--- src/rtl/us_scan_scheduler.sv ---
// rtl/us_scan_scheduler.sv - ultrasound multi-channel transmit/receive scan scheduler
// Steps enabled channels through select/excite/blank/acquire and repeats frames on a fixed period.
module us_scan_scheduler #(
    parameter int CH_NUM      = 4,
    parameter int SETTLE_CYC  = 50,
    parameter int BLANK_CYC   = 100,
    parameter int TIMEOUT_CYC = 500_000,
    parameter int PERIOD_CYC  = 200_000_000
) (
    input  logic                      clk_50M,
    input  logic                      rst,
    input  logic [2:0]                command,
    input  logic [CH_NUM-1:0]         ch_mask,
    input  logic                      ad_done,
    output logic [CH_NUM-1:0]         ch_sel,
    output logic [$clog2(CH_NUM)-1:0] cur_ch,
    output logic                      Exc_start,
    output logic                      AD_start,
    output logic                      busy,
    output logic                      frame_done,
    output logic                      timeout_err
);
    localparam int CW      = $clog2(CH_NUM);
    localparam int SB_MAX  = (SETTLE_CYC > BLANK_CYC) ? SETTLE_CYC : BLANK_CYC;
    localparam int CNT_MAX = (SB_MAX > TIMEOUT_CYC) ? SB_MAX : TIMEOUT_CYC;
    localparam int CNT_W   = $clog2(CNT_MAX + 1);
    localparam int PER_W   = $clog2(PERIOD_CYC + 1);

    localparam logic [2:0] CMD_CONT   = 3'h1;
    localparam logic [2:0] CMD_SINGLE = 3'h2;
    localparam logic [2:0] CMD_STOP   = 3'h3;

    typedef enum logic [2:0] {
        S_IDLE,
        S_SELECT,
        S_EXC,
        S_BLANK,
        S_ACQ,
        S_WAIT
    } state_t;

    state_t             r_state;
    state_t             w_state_nxt;
    logic               r_cont;
    logic [CH_NUM-1:0]  r_mask;
    logic [CW-1:0]      r_ch;
    logic [CNT_W-1:0]   r_cnt;
    logic [PER_W-1:0]   r_per;
    logic               r_stop_req;
    logic [CH_NUM-1:0]  r_ch_sel;
    logic [CW-1:0]      r_cur_ch;
    logic               r_exc;
    logic               r_ad;
    logic               r_busy;
    logic               r_frame_done;
    logic               r_timeout;

    logic               w_cont_nxt;
    logic [CH_NUM-1:0]  w_mask_nxt;
    logic [CW-1:0]      w_ch_nxt;
    logic [CNT_W-1:0]   w_cnt_nxt;
    logic [PER_W-1:0]   w_per_nxt;
    logic               w_stop_nxt;
    logic               w_fd_nxt;
    logic               w_to_set;
    logic               w_to_clr;
    logic               w_begin;
    logic               w_begin_cont;
    logic [CW-1:0]      w_first_ch;
    logic [CW-1:0]      w_next_ch;
    logic               w_next_vld;
    logic               w_active_now;
    logic               w_acq_done;
    logic               w_acq_tmo;

    logic               w_active;
    logic [CH_NUM-1:0]  w_ch_sel_nxt;
    logic [CW-1:0]      w_cur_ch_nxt;
    logic               w_exc_nxt;
    logic               w_ad_nxt;
    logic               w_busy_nxt;
    logic               w_timeout_nxt;

    // Lowest enabled channel of the live mask (used only at frame start).
    always_comb begin
        w_first_ch = '0;
        for (int i = CH_NUM - 1; i >= 0; i--) begin
            if (ch_mask[i]) w_first_ch = CW'(i);
        end
    end

    always_comb begin
        w_next_ch  = '0;
        w_next_vld = 1'b0;
        for (int i = CH_NUM - 1; i >= 0; i--) begin
            if (r_mask[i] && (i > int'(r_ch))) begin
                w_next_ch  = CW'(i);
                w_next_vld = 1'b1;
            end
        end
    end

    assign w_active_now = (r_state == S_SELECT) || (r_state == S_EXC) ||
                          (r_state == S_BLANK)  || (r_state == S_ACQ);
    // ad_done in the AD_start cycle is too early to be a real completion.
    assign w_acq_done   = (r_cnt != '0) && ad_done;
    assign w_acq_tmo    = !w_acq_done && (r_cnt == CNT_W'(TIMEOUT_CYC - 1));

    always_ff @(posedge clk_50M or posedge rst) begin
        if (rst) r_state <= S_IDLE;
        else     r_state <= w_state_nxt;
    end

    always_comb begin
        w_state_nxt  = r_state;
        w_cont_nxt   = r_cont;
        w_mask_nxt   = r_mask;
        w_ch_nxt     = r_ch;
        w_cnt_nxt    = r_cnt + 1'b1;
        w_per_nxt    = (r_per == PER_W'(PERIOD_CYC)) ? r_per : r_per + 1'b1;
        w_stop_nxt   = r_stop_req | (w_active_now && (command == CMD_STOP));
        w_fd_nxt     = 1'b0;
        w_to_set     = 1'b0;
        w_to_clr     = 1'b0;
        w_begin      = 1'b0;
        w_begin_cont = r_cont;
        case (r_state)
            S_IDLE: begin
                w_cnt_nxt = '0;
                if ((command == CMD_CONT) || (command == CMD_SINGLE)) begin
                    w_begin      = 1'b1;
                    w_begin_cont = (command == CMD_CONT);
                    w_to_clr     = 1'b1;
                end
            end
            S_SELECT: begin
                if (r_cnt == CNT_W'(SETTLE_CYC - 1)) begin
                    w_state_nxt = S_EXC;
                    w_cnt_nxt   = '0;
                end
            end
            S_EXC: begin
                w_state_nxt = S_BLANK;
                w_cnt_nxt   = '0;
            end
            S_BLANK: begin
                if (r_cnt == CNT_W'(BLANK_CYC - 1)) begin
                    w_state_nxt = S_ACQ;
                    w_cnt_nxt   = '0;
                end
            end
            S_ACQ: begin
                if (w_acq_done || w_acq_tmo) begin
                    w_cnt_nxt = '0;
                    w_to_set  = w_acq_tmo;
                    if (w_stop_nxt) begin
                        w_state_nxt = S_IDLE;
                    end else if (w_next_vld) begin
                        w_state_nxt = S_SELECT;
                        w_ch_nxt    = w_next_ch;
                    end else begin
                        w_fd_nxt    = 1'b1;
                        w_state_nxt = r_cont ? S_WAIT : S_IDLE;
                    end
                end
            end
            S_WAIT: begin
                w_cnt_nxt = '0;
                if (command == CMD_STOP)                       w_state_nxt = S_IDLE;
                else if (r_per >= PER_W'(PERIOD_CYC - 1))      w_begin     = 1'b1;
            end
            default: w_state_nxt = S_IDLE;
        endcase

        // Frame start: an empty mask completes the frame immediately.
        if (w_begin) begin
            w_cont_nxt = w_begin_cont;
            w_mask_nxt = ch_mask;
            w_per_nxt  = '0;
            w_cnt_nxt  = '0;
            if (|ch_mask) begin
                w_state_nxt = S_SELECT;
                w_ch_nxt    = w_first_ch;
            end else begin
                w_fd_nxt    = 1'b1;
                w_state_nxt = w_begin_cont ? S_WAIT : S_IDLE;
            end
        end
        if ((w_state_nxt == S_IDLE) || (w_state_nxt == S_WAIT)) w_stop_nxt = 1'b0;
    end

    always_comb begin
        w_active      = (w_state_nxt == S_SELECT) || (w_state_nxt == S_EXC) ||
                        (w_state_nxt == S_BLANK)  || (w_state_nxt == S_ACQ);
        w_ch_sel_nxt  = w_active ? (CH_NUM'(1) << w_ch_nxt) : '0;
        w_cur_ch_nxt  = w_active ? w_ch_nxt : '0;
        w_exc_nxt     = (w_state_nxt == S_EXC);
        w_ad_nxt      = (w_state_nxt == S_ACQ) && (r_state == S_BLANK);
        // busy also covers the frame_done cycle so it drops one cycle after it.
        w_busy_nxt    = (w_state_nxt != S_IDLE) || w_fd_nxt;
        w_timeout_nxt = w_to_clr ? 1'b0 : (r_timeout | w_to_set);
    end

    always_ff @(posedge clk_50M or posedge rst) begin
        if (rst) begin
            r_cont       <= 1'b0;
            r_mask       <= '0;
            r_ch         <= '0;
            r_cnt        <= '0;
            r_per        <= '0;
            r_stop_req   <= 1'b0;
            r_ch_sel     <= '0;
            r_cur_ch     <= '0;
            r_exc        <= 1'b0;
            r_ad         <= 1'b0;
            r_busy       <= 1'b0;
            r_frame_done <= 1'b0;
            r_timeout    <= 1'b0;
        end else begin
            r_cont       <= w_cont_nxt;
            r_mask       <= w_mask_nxt;
            r_ch         <= w_ch_nxt;
            r_cnt        <= w_cnt_nxt;
            r_per        <= w_per_nxt;
            r_stop_req   <= w_stop_nxt;
            r_ch_sel     <= w_ch_sel_nxt;
            r_cur_ch     <= w_cur_ch_nxt;
            r_exc        <= w_exc_nxt;
            r_ad         <= w_ad_nxt;
            r_busy       <= w_busy_nxt;
            r_frame_done <= w_fd_nxt;
            r_timeout    <= w_timeout_nxt;
        end
    end

    assign ch_sel      = r_ch_sel;
    assign cur_ch      = r_cur_ch;
    assign Exc_start   = r_exc;
    assign AD_start    = r_ad;
    assign busy        = r_busy;
    assign frame_done  = r_frame_done;
    assign timeout_err = r_timeout;

endmodule

--- config.mk ---
export PLATFORM = sky130hd
export DESIGN_NAME = us_scan_scheduler
export DESIGN_NICKNAME = d
export VERILOG_FILES = /design/src/rtl/us_scan_scheduler.sv
export SDC_FILE = /design/constraint.sdc
export NUM_CORES = 1
export LEC_CHECK = 0
export CORE_MARGIN = 1.5
export CORE_UTILIZATION = 41
export DETAILED_ROUTE_END_ITERATION = 10
export DONT_BUFFER_PORTS = 1
export GPL_ROUTABILITY_DRIVEN = 0
export PLACE_DENSITY = 0.54
export SYNTH_ARGS = -nofsm -noshare
export SYNTH_HDL_FRONTEND = slang
export SYNTH_SLANG_ARGS = --single-unit
--- constraint.sdc ---
create_clock -name clk_50M -period 2.89 [get_ports clk_50M]
set_input_delay 0.4335 -clock clk_50M [delete_from_list [all_inputs] [get_ports clk_50M]]
set_output_delay 0.4335 -clock clk_50M [all_outputs]
set_load 0.02 [all_outputs]
==> results of run 1 <==
==> critical path: cells and delay by family, from the launching register on <==
family,cells,cell delay (ps)
and+or+nand+nor,4,1200
AOI/OAI and AO/OA,3,750
DFF,1,400
buffers and inverters,1,180
==> how the worst max path moves through the flow <==
| stage | from | end | cells after the start |
|---|---|---|---|
| 3_3_place_gp | r_per[13] | r_stop_req | 8 |
| 3_5_place_dp | r_cnt[15] | r_stop_req | 8 |
| 6_report | r_per[13] | cur_ch[1] | 8 |
| 2_1_floorplan | r_per[13] | cur_ch[1] | 7 |
| 5_1_grt | r_cnt[7] | cur_ch[1] | 8 |
| 4_1_cts | r_cnt[15] | cur_ch[1] | 8 |
==> layout make-up <==
cell class	instances	area, um^2
Clock buffer	11	131
Inverter	15	56.3
Multi-Input combinational cell	289	1780
Clock inverter	5	28.8
Fill cell	808	4390
Sequential cell	68	1700
Tap cell	105	131
Timing Repair Buffer	11	85.1
==> where the power goes <==
group	switching, W	internal [W]
Combinational	0.000580	0.000466
Clock	0.000361	0.000308
Sequential	0.000357	0.00123
Total	0.00130	0.00200
==> logic make-up after synthesis <==
family | count (synthesis)
compound gates | 39
xor+xnor | 45
fa+ha+maj | 5
buf+inv | 23
flops | 68
mux | 4
simple gates | 196
==> routing by layer <==
layer | part of all wire | global-route usage | up-vias | routed length (um)
li1 | - | - | 1341 | -
met1 | 0.50 | 0.234 | 1302 | 3660
met2 | 0.45 | 0.271 | 35 | 3310
met3 | 0.037 | 0.0474 | 5 | 274
met4 | 0.0096 | 0.0478 | 0 | 70
met5 | 0 | 0 | - | 0
==> synthesized netlist by cell type, drive strengths merged <==
library cell | number | share of area
o21ai | 7 | 0.0099
o2111a | 1 | 0.0032
dfrtp | 68 | 0.48
and2 | 2 | 0.0035
mux2 | 3 | 0.0095
xor2 | 29 | 0.071
a21oi | 8 | 0.011
nand2 | 35 | 0.038
nor4bb | 1 | 0.0028
o31ai | 3 | 0.0063
a211oi | 1 | 0.0021
ha | 5 | 0.018
xnor2 | 16 | 0.039
nand4 | 10 | 0.018
nor4 | 14 | 0.026
o32ai | 1 | 0.0046
o21bai | 3 | 0.0063
a2bb2oi | 2 | 0.0049
nor2 | 69 | 0.073
a31o | 1 | 0.0025
and3b | 1 | 0.0025
o21a | 2 | 0.0042
nor2b | 6 | 0.011
and4 | 6 | 0.015
o311ai | 1 | 0.0025
and3 | 10 | 0.018
clkbuf | 7 | 0.0074
nand3 | 17 | 0.024
a31oi | 2 | 0.0053
nor3 | 13 | 0.020
mux2i | 1 | 0.0028
nand3b | 4 | 0.0084
nor3b | 2 | 0.0042
a221oi | 1 | 0.0025
buf | 1 | 0.0011
or3b | 2 | 0.0049
inv | 15 | 0.016
a311oi | 1 | 0.0025
nand2b | 2 | 0.0035
or4 | 2 | 0.0042
a21bo | 1 | 0.0028
o211ai | 3 | 0.0077
a222oi | 1 | 0.0028
==> state kept, by name, summed over array words and instances (netlist names) <==
name / flops
r_per: 28
r_cnt: 19
ch_sel: 4
r_mask: 3
r_state: 3
cur_ch: 2
r_ch: 2
AD_start: 1
Exc_start: 1
busy: 1
frame_done: 1
r_cont: 1
r_stop_req: 1
timeout_err: 1
==> cells in the final DEF, fill, tap and decap left out, drive strengths merged, types with 2 or more instances in the layout <==
cell type / Yosys / layout
a21oi: 8 / 8
a2bb2oi: 2 / 2
a31oi: 2 / 2
and2: 2 / 2
and3: 10 / 10
and4: 6 / 6
buf: 1 / 10
clkbuf: 7 / 11
clkinv: 0 / 5
dfrtp: 68 / 68
ha: 5 / 5
inv: 15 / 15
mux2: 3 / 3
nand2: 35 / 35
nand2b: 2 / 2
nand3: 17 / 17
nand3b: 4 / 4
nand4: 10 / 10
nor2: 69 / 69
nor2b: 6 / 6
nor3: 13 / 13
nor3b: 2 / 2
nor4: 14 / 14
o211ai: 3 / 3
o21a: 2 / 2
o21ai: 7 / 7
o21bai: 3 / 3
o31ai: 3 / 3
or3b: 2 / 2
or4: 2 / 2
xnor2: 16 / 16
xor2: 29 / 29
==> what timing repair did <==
action                                  4_1_cts  5_1_grt
endpoints found under the hold margin        17        0
hold buffers                                  1        0
endpoints found under the setup margin        0        8
resized for setup                             0        2
==> stage by stage <==
stage,total power [W],util
6_report,0.00330,0.471
5_1_grt,0.00355,0.471
4_1_cts,0.00333,0.470
3_5_place_dp,0.00265,0.450
3_3_place_gp,0.00264,0.450
2_1_floorplan,0.00234,-
==> run summary, run 1 <==
WORST SETUP PATH
----------------------------------------------------------------------------------------
Capturing point of the worst reg2reg path                                      cur_ch[1]
WP data arrival                                                                  2860 ps
Largest fanout on the critical path                                                    9
Crit path max-delay cell type                                                      or4_1
Cell Chain, Critical Path                                                   or4_1 -> or3b_1 -> o211ai_2 -> nand2_2 -> a222oi_1 -> buf_4 -> o21a_1 -> nor3_1
Worst reg2reg setup slack                                                         230 ps
Launch instance of the worst register-to-register path                         r_per[13]
Critical path required time                                                      3090 ps
Stage delay of the slowest cell on the critical path                              550 ps
Kind of capture point of the worst setup path                                   register
Worst r2r path cells                                                                   8
Critical Path Source Type                                                       register
Classification of the worst setup path                                      register to register

POWER AND IR DROP
----------------------------------------------------------------------------------------
Maximum VDD drop                                                                0.253 mV
Lkg Pwr                                                                          1.72 nW
Pwr per Cell Area                                                            844 mW/mm^2

PLACE
----------------------------------------------------------------------------------------
Cell area after placement                                                   0.00373 mm^2
Total half-perimeter wirelength after legalization and detailed placement        5.27 mm
DP Worst Slack                                                                    167 ps
Port Buffers                                                                           0
Number of placed cells counting well taps                                            487

CLOCKING
----------------------------------------------------------------------------------------
Number of buffers on the longest clock path                                            2
Root Buffer Master                                                              clkbuf_8
Clock tree from TritonCTS                                                            yes
Deepest level of the CTS H-tree                                                        3
Setup repair bufs after CTS                                                            0
Clock-pin slew on the worst setup and hold paths                                   70 ps
Number of buffers created by CTS                                                       9
Clock insertion delay at the later pin of the skew report                         340 ps
Sink count of the clock tree                                                          68

ROUTING
----------------------------------------------------------------------------------------
Via density per instance                                                            5.32
Detailed Route Iter0 Violations                                                       73
Final ANT Viol Nets                                                                    0
Routed length per placed instance                                                14.5 um
First-pass DRT Iterations                                                              4
Total length of routed wires                                                     7.31 mm
Count of unresolved DRC violations after routing                                       0
Via count of the routed design                                                     2,683

MIN PATH
----------------------------------------------------------------------------------------
Beginning of the worst hold path                                              ch_mask[2]
Hold Crit Class                                                             input pin to register
Count of cells along the worst hold path                                               1
Worst Hold End                                                                 r_mask[2]

CELLS AND AREA
----------------------------------------------------------------------------------------
Count of inserted antenna diode cells                                                  0
Finished Layout Cells                                                                504
Share of post-route cells with drive strength above 1                             0.0952
Number of nets at the end of the flow                                                409
Area growth from synthesis to layout                                               10.0%
Cell area after layout                                                      0.00391 mm^2

STA
----------------------------------------------------------------------------------------
Minimum period implied by the final worst setup slack                            2660 ps
Unrepaired setup endpoints after global routing                                    false
Setup TNS after final layout                                                        0 ps
Setup violators final                                                                  0
Final count of hold timing violations                                                  0
Final worst-path setup slack                                                      226 ps
Pin slew with the least headroom to its limit                                     566 ps
Clk_skew                                                                         9.91 ps
Fmax achieved                                                                    375 MHz
Worst slew margin relative to its limit                                            0.620
Max-slew violation total from the final report                                         0
Final hold slack                                                                  248 ps
Crit share post-route                                                              0.922

GLOBAL ROUTING
----------------------------------------------------------------------------------------
First-pass GRT wire length                                                       12.2 mm
Vias in the first global route                                                     2,479
GRT Total Usage                                                                    0.173
Initial antenna violation count                                                        0
Maximum number of pins on one net before global-route repair                          29
GRT Residual Overflow                                                                  0

LOGIC SYNTHESIS
----------------------------------------------------------------------------------------
Total nets after synthesis                                                           395
Xor and xnor fraction of the mapped netlist area                                   0.111
Fraction of the mapped netlist area in simple logic gates                          0.275
Number of instances in the synthesized netlist                                       380
Largest family of logic cells by synthesized area                           simple AND/OR/NAND/NOR gates
Proportion of synthesized area in mux cells                                       0.0123
Warning count from the yosys run                                                       0
Average cell area after synthesis                                              9.36 um^2
Distinct cells, synth                                                                 49
Share of the synthesized area in compound gates (AO/OA/AOI/OAI)                   0.0813
Post-Synthesis Cell Area                                                    0.00356 mm^2
Register bit total from synthesis                                                     68
Adder-cell area share of the yosys netlist                                        0.0176
Share of synthesized area occupied by flip-flops and latches                       0.479

FLOORPLANNING
----------------------------------------------------------------------------------------
Starting density of the core                                                       0.428
Area of the core                                                            0.00830 mm^2
Number of primary I/O pins                                                            21
Core Rows                                                                             33
DIE AREA                                                                    0.00924 mm^2
Floorplan die height                                                             96.1 um
Die span in x                                                                    96.1 um

JOB
----------------------------------------------------------------------------------------
Max-cap violation count                                                                0

OUTCOME
----------------------------------------------------------------------------------------
Result of the run                                                           complete, no violations

Power figures use the tool's default switching activity.
==> run 2, diff against run 1 <==
--- a/config.mk
+++ b/config.mk
@@ -11,6 +11,7 @@
 export DONT_BUFFER_PORTS = 1
 export GPL_ROUTABILITY_DRIVEN = 0
 export PLACE_DENSITY = 0.54
+export SLEW_MARGIN = 5
 export SYNTH_ARGS = -nofsm -noshare
 export SYNTH_HDL_FRONTEND = slang
 export SYNTH_SLANG_ARGS = --single-unit
==> results of run 2 <==
Final layout, timing and power as in run 1 (identical DEF).
==> run 3, diff against run 2 <==
--- a/config.mk
+++ b/config.mk
@@ -7,10 +7,11 @@
 export LEC_CHECK = 0
 export CORE_MARGIN = 1.5
 export CORE_UTILIZATION = 41
+export CTS_BUF_LIST = sky130_fd_sc_hd__clkbuf_8
 export DETAILED_ROUTE_END_ITERATION = 10
 export DONT_BUFFER_PORTS = 1
 export GPL_ROUTABILITY_DRIVEN = 0
-export PLACE_DENSITY = 0.54
+export PLACE_DENSITY = 0.57
 export SLEW_MARGIN = 5
 export SYNTH_ARGS = -nofsm -noshare
 export SYNTH_HDL_FRONTEND = slang
==> run summary, run 3 (synthesized netlist as in run 1, its figures left out) <==
OUTCOME
----------------------------------------------------------------------------------------
Result of the run                                                           complete, no violations

STA
----------------------------------------------------------------------------------------
Worst slew margin relative to its limit                                            0.637
Unrepaired setup endpoints after global routing                                    false
Setup violators final                                                                  0
Setup TNS after final layout                                                        0 ps
Clk_skew                                                                         13.0 ps
Max-slew violation total from the final report                                         0
Final hold slack                                                                  236 ps
Pin slew with the least headroom to its limit                                     540 ps
Final count of hold timing violations                                                  0
Crit share post-route                                                              0.905
Fmax achieved                                                                    382 MHz
Minimum period implied by the final worst setup slack                            2620 ps

FLOORPLANNING
----------------------------------------------------------------------------------------
Floorplan die height                                                             96.1 um
Area of the core                                                            0.00830 mm^2
Die span in x                                                                    96.1 um
Core Rows                                                                             33
DIE AREA                                                                    0.00924 mm^2
Number of primary I/O pins                                                            21
Starting density of the core                                                       0.428

ROUTING
----------------------------------------------------------------------------------------
Final ANT Viol Nets                                                                    0
Detailed Route Iter0 Violations                                                       75
Routed length per placed instance                                                14.9 um
Via count of the routed design                                                     2,738
First-pass DRT Iterations                                                              4
Count of unresolved DRC violations after routing                                       0
Via density per instance                                                            5.43
Total length of routed wires                                                     7.50 mm

WORST SETUP PATH
----------------------------------------------------------------------------------------
Stage delay of the slowest cell on the critical path                              480 ps
WP data arrival                                                                  2830 ps
Largest fanout on the critical path                                                    7
CP bufs+invs                                                                           1
Critical Path Source Type                                                       register
Kind of capture point of the worst setup path                                   register
Critical path required time                                                      3100 ps
Classification of the worst setup path                                      register to register
Cell Chain, Critical Path                                                   nor4_1 -> nand3_1 -> nor4_1 -> a311oi_1 -> a222oi_1 -> buf_4 -> o21a_1 -> nor4_1
Crit path max-delay cell type                                                     nor4_1
CP top delay family                                                         simple AND/OR/NAND/NOR gates
Most used cell, CP                                                                nor4_1

CELLS AND AREA
----------------------------------------------------------------------------------------
Share of post-route cells with drive strength above 1                             0.0977
Number of nets at the end of the flow                                                410
Finished Layout Cells                                                                504
Top reg by flops                                                                   r_per
Fill cell total of the finished layout                                               773
Most common cell after layout, fill and taps aside                                nor2_1
Area growth from synthesis to layout                                               11.2%
Commonest cells after routing, fill and taps aside                          nor2_1 (69), dfrtp_1 (68), nand2_1 (34)
Largest register FFs                                                                  28
Count of inserted antenna diode cells                                                  0

GLOBAL ROUTING
----------------------------------------------------------------------------------------
Initial antenna violation count                                                        0
First-pass GRT wire length                                                       12.8 mm
Vias in the first global route                                                     2,635
GRT Residual Overflow                                                                  0
GRT Total Usage                                                                    0.181
Maximum number of pins on one net before global-route repair                          29

POWER AND IR DROP
----------------------------------------------------------------------------------------
Portion of total power attributed to sequential cells                              0.470
Net switching fraction of the power                                                0.385
Combinational cell fraction of total power                                         0.303
Lkg Pwr                                                                          1.74 nW
Total Power Consumption                                                        0.00341 W
Internal Power                                                                 0.00210 W
Pwr per Cell Area                                                            864 mW/mm^2
Clock network fraction of design power                                             0.227
Net Sw Power                                                                   0.00131 W
Maximum VDD drop                                                                0.283 mV

CLOCKING
----------------------------------------------------------------------------------------
Number of buffers created by CTS                                                       9
Clock insertion delay at the later pin of the skew report                         350 ps
Clock-pin slew on the worst setup and hold paths                                   70 ps
Sink count of the clock tree                                                          68
Root Buffer Master                                                              clkbuf_8
Deepest level of the CTS H-tree                                                        3
Clock tree from TritonCTS                                                            yes
Number of buffers on the longest clock path                                            2

PLACE
----------------------------------------------------------------------------------------
Port Buffers                                                                           0
Number of placed cells counting well taps                                            487
Total half-perimeter wirelength after legalization and detailed placement        5.24 mm

MIN PATH
----------------------------------------------------------------------------------------
Hold Crit Class                                                             input pin to register

JOB
----------------------------------------------------------------------------------------
Max-cap violation count                                                                0

run 3: path summary, 6_finish.rpt:
kind,from,end,slack [ps],depth (start not counted)
max in group asynchronous,rst,r_per[10],1670,3
min in group asynchronous,rst,r_cnt[8],540,2
min reg2reg,r_cnt[0],r_cnt[0],530,1
min,ch_mask[1],r_mask[1],240,1
max reg2reg,r_cnt[2],ch_sel[3],270,8
max,r_cnt[2],ch_sel[3],270,8
run 3: repair_timing:
item,in CTS,in global routing
setup buffers,0,1
hold buffers,1,0
endpoints found under the hold margin,18,0
setup endpoints to repair,0,7
resized for setup,0,3
run 3: stage by stage:
stage	setup WS (ps)	utilization	area, um^2
6_report	273	0.476	3950
5_1_grt	19.0	0.476	3950
4_1_cts	172	0.474	3930
3_5_place_dp	174	0.450	3730
3_3_place_gp	209	0.450	3730
2_1_floorplan	423	-	3560
run 3: power groups by stage:
stage	Combinational, W	Sequential [W]	Clock (W)
floorplan	0.000837	0.00150	0
finish	0.00103	0.00160	0.000775
detailed placement	0.00102	0.00162	0
CTS	0.00103	0.00160	0.000799
global route	0.00118	0.00166	0.000851
global placement	0.000995	0.00161	0
run 3: layout make-up:
type	instances	area (um^2)	area share
Inverter	15	56.3	0.0142
Timing Repair Buffer	12	92.6	0.0234
Clock inverter	5	52.6	0.0133
Tap cell	105	131	0.0332
Sequential cell	68	1700	0.431
Multi-Input combinational cell	289	1780	0.450
Clock buffer	10	138	0.0348
run 3: per-layer routing:
| metal | vias to the layer above | GRT usage | share of wire |
|---|---|---|---|
| met3 | 11 | 0.0490 | 0.038 |
| li1 | 1345 | - | - |
| met2 | 35 | 0.278 | 0.45 |
| met5 | - | 0 | 0 |
| met4 | 0 | 0.0760 | 0.019 |
| met1 | 1347 | 0.239 | 0.49 |
==> variant 1 (config.mk and constraints of run 1) <==
Remove the register `r_ch_sel`: a continuous assignment takes its place, so the output `ch_sel` follows one clock earlier.
--- a/src/rtl/us_scan_scheduler.sv
+++ b/src/rtl/us_scan_scheduler.sv
@@ -209,7 +209,6 @@
             r_cnt        <= '0;
             r_per        <= '0;
             r_stop_req   <= 1'b0;
-            r_ch_sel     <= '0;
             r_cur_ch     <= '0;
             r_exc        <= 1'b0;
             r_ad         <= 1'b0;
@@ -223,7 +222,6 @@
             r_cnt        <= w_cnt_nxt;
             r_per        <= w_per_nxt;
             r_stop_req   <= w_stop_nxt;
-            r_ch_sel     <= w_ch_sel_nxt;
             r_cur_ch     <= w_cur_ch_nxt;
             r_exc        <= w_exc_nxt;
             r_ad         <= w_ad_nxt;
@@ -232,6 +230,8 @@
             r_timeout    <= w_timeout_nxt;
         end
     end
+
+    assign r_ch_sel = w_ch_sel_nxt;
 
     assign ch_sel      = r_ch_sel;
     assign cur_ch      = r_cur_ch;
Behaviour: not the same (a bounded check fails within 4 cycles, from zero or initial values and one cycle with rst high).
==> variant 1 against run 1 <==
The run now ends with negative setup slack left; non-clock buffer count increased by 19; cell area up 5.4%; total power down 1.2%; sequential power shrank 21%; setup slack worse by 0.53 ns; sequential cell count down 4; synthesized area about the same; wire length increased by 5.7%; highest routed layer unchanged.
==> variant 1: results (changes against run 1) <==
Outcome
  • Status: complete, but fails checks
  • Failing checks: negative setup slack

Logic synthesis
  • Synth top area cells: dfrtp_1 45%, nor2_1 7.3%, xor2_1 6.2%
  • Post-Syn Area per Cell: 9.263 sq um (-1.0%)
  • Post-synth cell types: 59 (+20%)
  • Seq/Total Area, Yosys: 45.02% (-2.8 points)
  • Syn nets: 399 (+1.0%)
  • Synth cell count leaders: 69 x nor2_1, 64 x dfrtp_1, 27 x nand2_1
  • Asr flop ratio synth: 100.0% (unchanged)

STA
  • WHS: 0.03212 ns (-0.2160 ns)
  • Clk_skew: 0.007802 ns (-0.002103 ns)
  • Worst-Margin Slew: 0.7686 ns (+0.2025 ns)
  • Fin worst setup slack: -0.3059 ns (-0.5314 ns)
  • Final setup violation count: 4 (+4)
  • Fin Setup TNS: -1.094 ns (-1.094 ns)

Worst setup path
  • Crit-path max FO: 5 (-4)
  • Cell family with most CP delay: simple AND/OR/NAND/NOR gates
  • Depth of the most critical reg-to-reg path: 8 (unchanged)
  • R2r startpoint: r_cnt[11]$_DFF_PP0_
  • Crit path to: ch_sel[3]
  • Critical path class: flip-flop to primary output
  • Reg2reg setup slack: 0.42 ns (+0.19 ns)
  • Largest stage delay, worst path: 0.57 ns (+0.02 ns)
  • CP Data Arrival Time: 2.76 ns (-0.10 ns)
  • Slowest stage cell, crit path: or4_4

Cells and area
  • Multi-input gate area: 1901 sq um (+6.9%)
  • Layout net count: 428 (+4.6%)
  • FILL cells: 792 (-2.0%)
  • Share of cells above drive strength 1: 17.27% (+7.7 points)

Power and ir drop
  • Leakage power total: 1.803 nW (+4.9%)
  • Peak VDD IR: 0.3028 mV (+20%)
  • Psw: 1.220 mW (-6.0%)

Global routing
  • All-layer global routing usage: 18.55% (+1.2 points)
  • Vias in the first global route: 2729 (+10%)
  • Largest net degree at the start of global routing: 32 (+10%)
  • Global-route wire length before repair: 13050 microns (+6.8%)

Clocking
  • Root Buffer: clkbuf_8
  • TritonCTS Buffers: 9 (unchanged)
  • Clk_lat worst skew: 0.34 ns (about the same)

Placed design
  • Cell count after placement: 504 (+3.5%)
  • DP HPWL: 5541 microns (+5.2%)
  • Placed instance area: 3837 sq um (+2.8%)
  • Post-place setup slack: -0.001705 ns (-0.1683 ns)

Routing
  • Final wirelength: 7729 microns (+5.7%)
  • Iteration-0 DRC Markers: 61 (-16%)
  • DR WL/cell: 14.81 microns (+2.0%)
  • Via/cell ratio: 5.316 (-0.14%)

Hold path
  • HP Class: input port to async pin
[variant 1: power by group through the flow]
stage               logic, mW  registers (mW)  clock network (mW)
global placement         1.18            1.27                   0
floorplan               0.855            1.24                   0
global route             1.38            1.29               0.817
finish                   1.25            1.26               0.748
detailed placement       1.18            1.28                   0
CTS                      1.24            1.26               0.769
[variant 1: worst reg2reg max path, stage by stage (launching register included)]
cell	delay [ns]
dfrtp_2	0.44
nor4_4	0.38
nand2_2	0.15
or4_4	0.57
o211ai_1	0.16
o221ai_4	0.15
xnor2_2	0.29
buf_4	0.19
nor2b_1	0.05
[variant 1: logic make-up (layout without fill, tap and decap cells)]
| group | Yosys count | count (layout) | share of synthesized area [%] |
|---|---|---|---|
| and+or+nand+nor | 192 | 192 | 28.35 |
| DFF | 64 | 64 | 45.02 |
| AOI/OAI and AO/OA | 45 | 45 | 9.673 |
| xor gates and xnor gates | 44 | 44 | 11.04 |
| buffers and inverters | 33 | 66 | 3.869 |
| adders and majority gates | 5 | 5 | 1.759 |
| muxes | 1 | 1 | 0.2814 |
[variant 1: layout make-up]
cell class | count | share of cell area [%]
Clock inverter | 4 | 1.092
Multi-Input combinational cell | 287 | 46.07
Clock buffer | 11 | 3.427
Tap cell | 105 | 3.185
Sequential cell | 64 | 38.85
Timing Repair Buffer | 30 | 5.460
Inverter | 21 | 1.911
[variant 1: routing by layer]
layer  global-route usage, %  routed length [microns]
met5                       0                        0
met2                   29.99                     3589
met1                   24.03                     3746
met3                   3.555                      279
met4                   8.088                      114
[variant 1: repair_timing]
action	CTS	global route
setup endpoints to repair	4	4
resized for setup	10	5
hold endpoints to repair	0	0
pin swaps	12	5
cloned	0	0
setup buffers	2	1
hold buffers	0	0
==> variant 2 (config.mk and constraints of run 1) <==
Made on the original files. Set the parameter `SETTLE_CYC` to 100 (it was 50).
--- a/src/rtl/us_scan_scheduler.sv
+++ b/src/rtl/us_scan_scheduler.sv
@@ -2,7 +2,7 @@
 // Steps enabled channels through select/excite/blank/acquire and repeats frames on a fixed period.
 module us_scan_scheduler #(
     parameter int CH_NUM      = 4,
-    parameter int SETTLE_CYC  = 50,
+    parameter int SETTLE_CYC  = 100,
     parameter int BLANK_CYC   = 100,
     parameter int TIMEOUT_CYC = 500_000,
     parameter int PERIOD_CYC  = 200_000_000
Formal check against the unedited RTL: same outputs for any inputs over 10 cycles, from zero or initial values and one cycle with rst high; that may be too few to reach the edited logic, so the function may still have changed.
==> variant 2 against run 1 <==
Wire length is 4.3% lower; cell area is 0.13% higher; synthesized area is 0.32% higher; die area increased by 0.30%; sequential cell count unchanged; via count decreased by 4.0%; first-iteration DRC count shrank 15%; setup slack got worse by 0.0013 ns; total power down 5.7%; critical path depth shrank 1; core utilization is 0.17 points lower; fmax hardly changed.
==> variant 2: results (changes against run 1) <==
Logic synthesis
  • Seq/Total Area, Yosys: 47.70% (-0.15 points)
  • Synth cell count leaders: 68 x dfrtp_1, 68 x nor2_1, 26 x xor2_1
  • Synth Area in Adders: 1.403% (-0.36 points)
  • Post-synthesis compound-gate area fraction: 10.77% (+2.6 points)
  • Syn nets: 382 (-3.3%)
  • Post-Synthesis Cells: 368 (-3.2%)
  • Post-synthesis mux area share: 1.228% (-0.0039 points)
  • Synth Area in XOR/XNOR: 10.07% (-1.0 points)
  • Post-synth cell types: 58 (+18%)
  • Synth top area cells: dfrtp_1 48%, nor2_1 7.2%, xor2_1 6.4%

Hold path
  • Worst Hold Launch: ch_mask[3]
  • Worst Hold End: r_mask[3]$_DFFE_PP0N_

Worst setup path
  • Largest stage delay, worst path: 0.51 ns (-0.04 ns)
  • Cell family with most CP delay: simple AND/OR/NAND/NOR gates
  • R2r startpoint: r_per[21]$_DFFE_PP0P_
  • R2R Path End: ch_sel[0]$_DFF_PP0_
  • Slowest stage cell, crit path: or4_1
  • CP Data Arrival Time: 2.88 ns (+0.02 ns)
  • Crit-path max FO: 12 (+3)
  • Depth of the most critical reg-to-reg path: 7 (-1)

Power and ir drop
  • Peak VDD IR: 0.4666 mV (+84%)
  • Leakage power total: 1.775 nW (+3.3%)

Global routing
  • Largest net degree at the start of global routing: 37 (+28%)
  • All-layer global routing usage: 17.12% (-0.19 points)
  • Vias in the first global route: 2508 (+1.2%)
  • Global-route wire length before repair: 12050 microns (-1.4%)

Cells and area
  • FILL cells: 809 (+0.12%)
  • Layout net count: 395 (-3.4%)
  • Largest register by flop count: r_per
  • Share of cells above drive strength 1: 11.17% (+1.6 points)
  • Non-Filler Instances: 490 (-2.8%)

STA
  • Clk_skew: 0.01158 ns (+0.001670 ns)
  • Worst-Margin Slew: 0.6686 ns (+0.1025 ns)

Clocking
  • Setup Fix Bufs, Post-CTS: 0 (unchanged)
  • Worst-path clk slew: 0.08 ns
  • TritonCTS Buffers: 9 (unchanged)

Placed design
  • Cell count after placement: 474 (-2.7%)
  • DP HPWL: 4938 microns (-6.2%)

Routing
  • Iteration-0 DRC Markers: 62 (-15%)
  • DR WL/cell: 14.29 microns (-1.5%)
  • First-pass detailed-route iteration total: 4 (unchanged)
  • Via/cell ratio: 5.255 (-1.3%)

Outcome
  • Status: finished, final reports clean
[variant 2: changes by cell type in the layout (fill, tap and decap cells not counted), moves of 4 or more]
cell	delta
nand3_1	+4
a21oi_1	+4
or3_1	+7
nand2_1	-9
nor4_1	-7
[variant 2: cells by family after synthesis]
kind of cell / Yosys count
buffers and inverters: 23
DFF: 68
and+or+nand+nor: 182
adders and majority gates: 4
xor gates and xnor gates: 41
AOI/OAI and AO/OA: 46
muxes: 4
[variant 2: layout make-up]
cell class	count	area, sq um	area share (%)
timing repair buffer	11	85.08	2.172
tap	105	131.4	3.354
clock buffer	10	127.6	3.258
multi-input combinational	277	1765	45.07
clock inverter	5	53.80	1.373
inverter	14	52.55	1.341
sequential	68	1702	43.44
[variant 2: where the power goes]
part           switching (mW)  internal [mW]  total (mW)
Sequential              0.235           1.13        1.37
Combinational           0.555          0.447        1.00
Clock                   0.352          0.391       0.742
Total                    1.14           1.97        3.11
[variant 2: through the flow]
stage               util (%)  worst slack [ns]  hold WS [ns]  power [mW]  instance area (sq um)
floorplan                  -            0.5822        0.4742       2.131                   3567
detailed placement     44.67            0.2389        0.2537       2.388                   3726
CTS                    46.97            0.2239        0.2194       3.152                   3918
global placement       44.67            0.2484        0.2481       2.384                   3726
finish                 46.97            0.2242        0.2356       3.112                   3918
global route           46.97           0.02839        0.2234       3.362                   3918
[variant 2: metal layers]
metal / GRT usage, % / vias to the layer above / wire [microns]
li1: - / 1303 / -
met1: 23.08 / 1243 / 3595
met2: 26.47 / 19 / 3150
met3: 4.028 / 10 / 149
met4: 6.618 / 0 / 107
met5: 0 / - / 0
[variant 2: worst reg2reg max path: stages (launching register included)]
cell and delay (ns):
dfrtp_1 0.40, nand2_1 0.11, or4_1 0.52, or4_4 0.45
o21ai_4 0.36, a21oi_1 0.21, o32ai_4 0.39, nor3_1 0.10
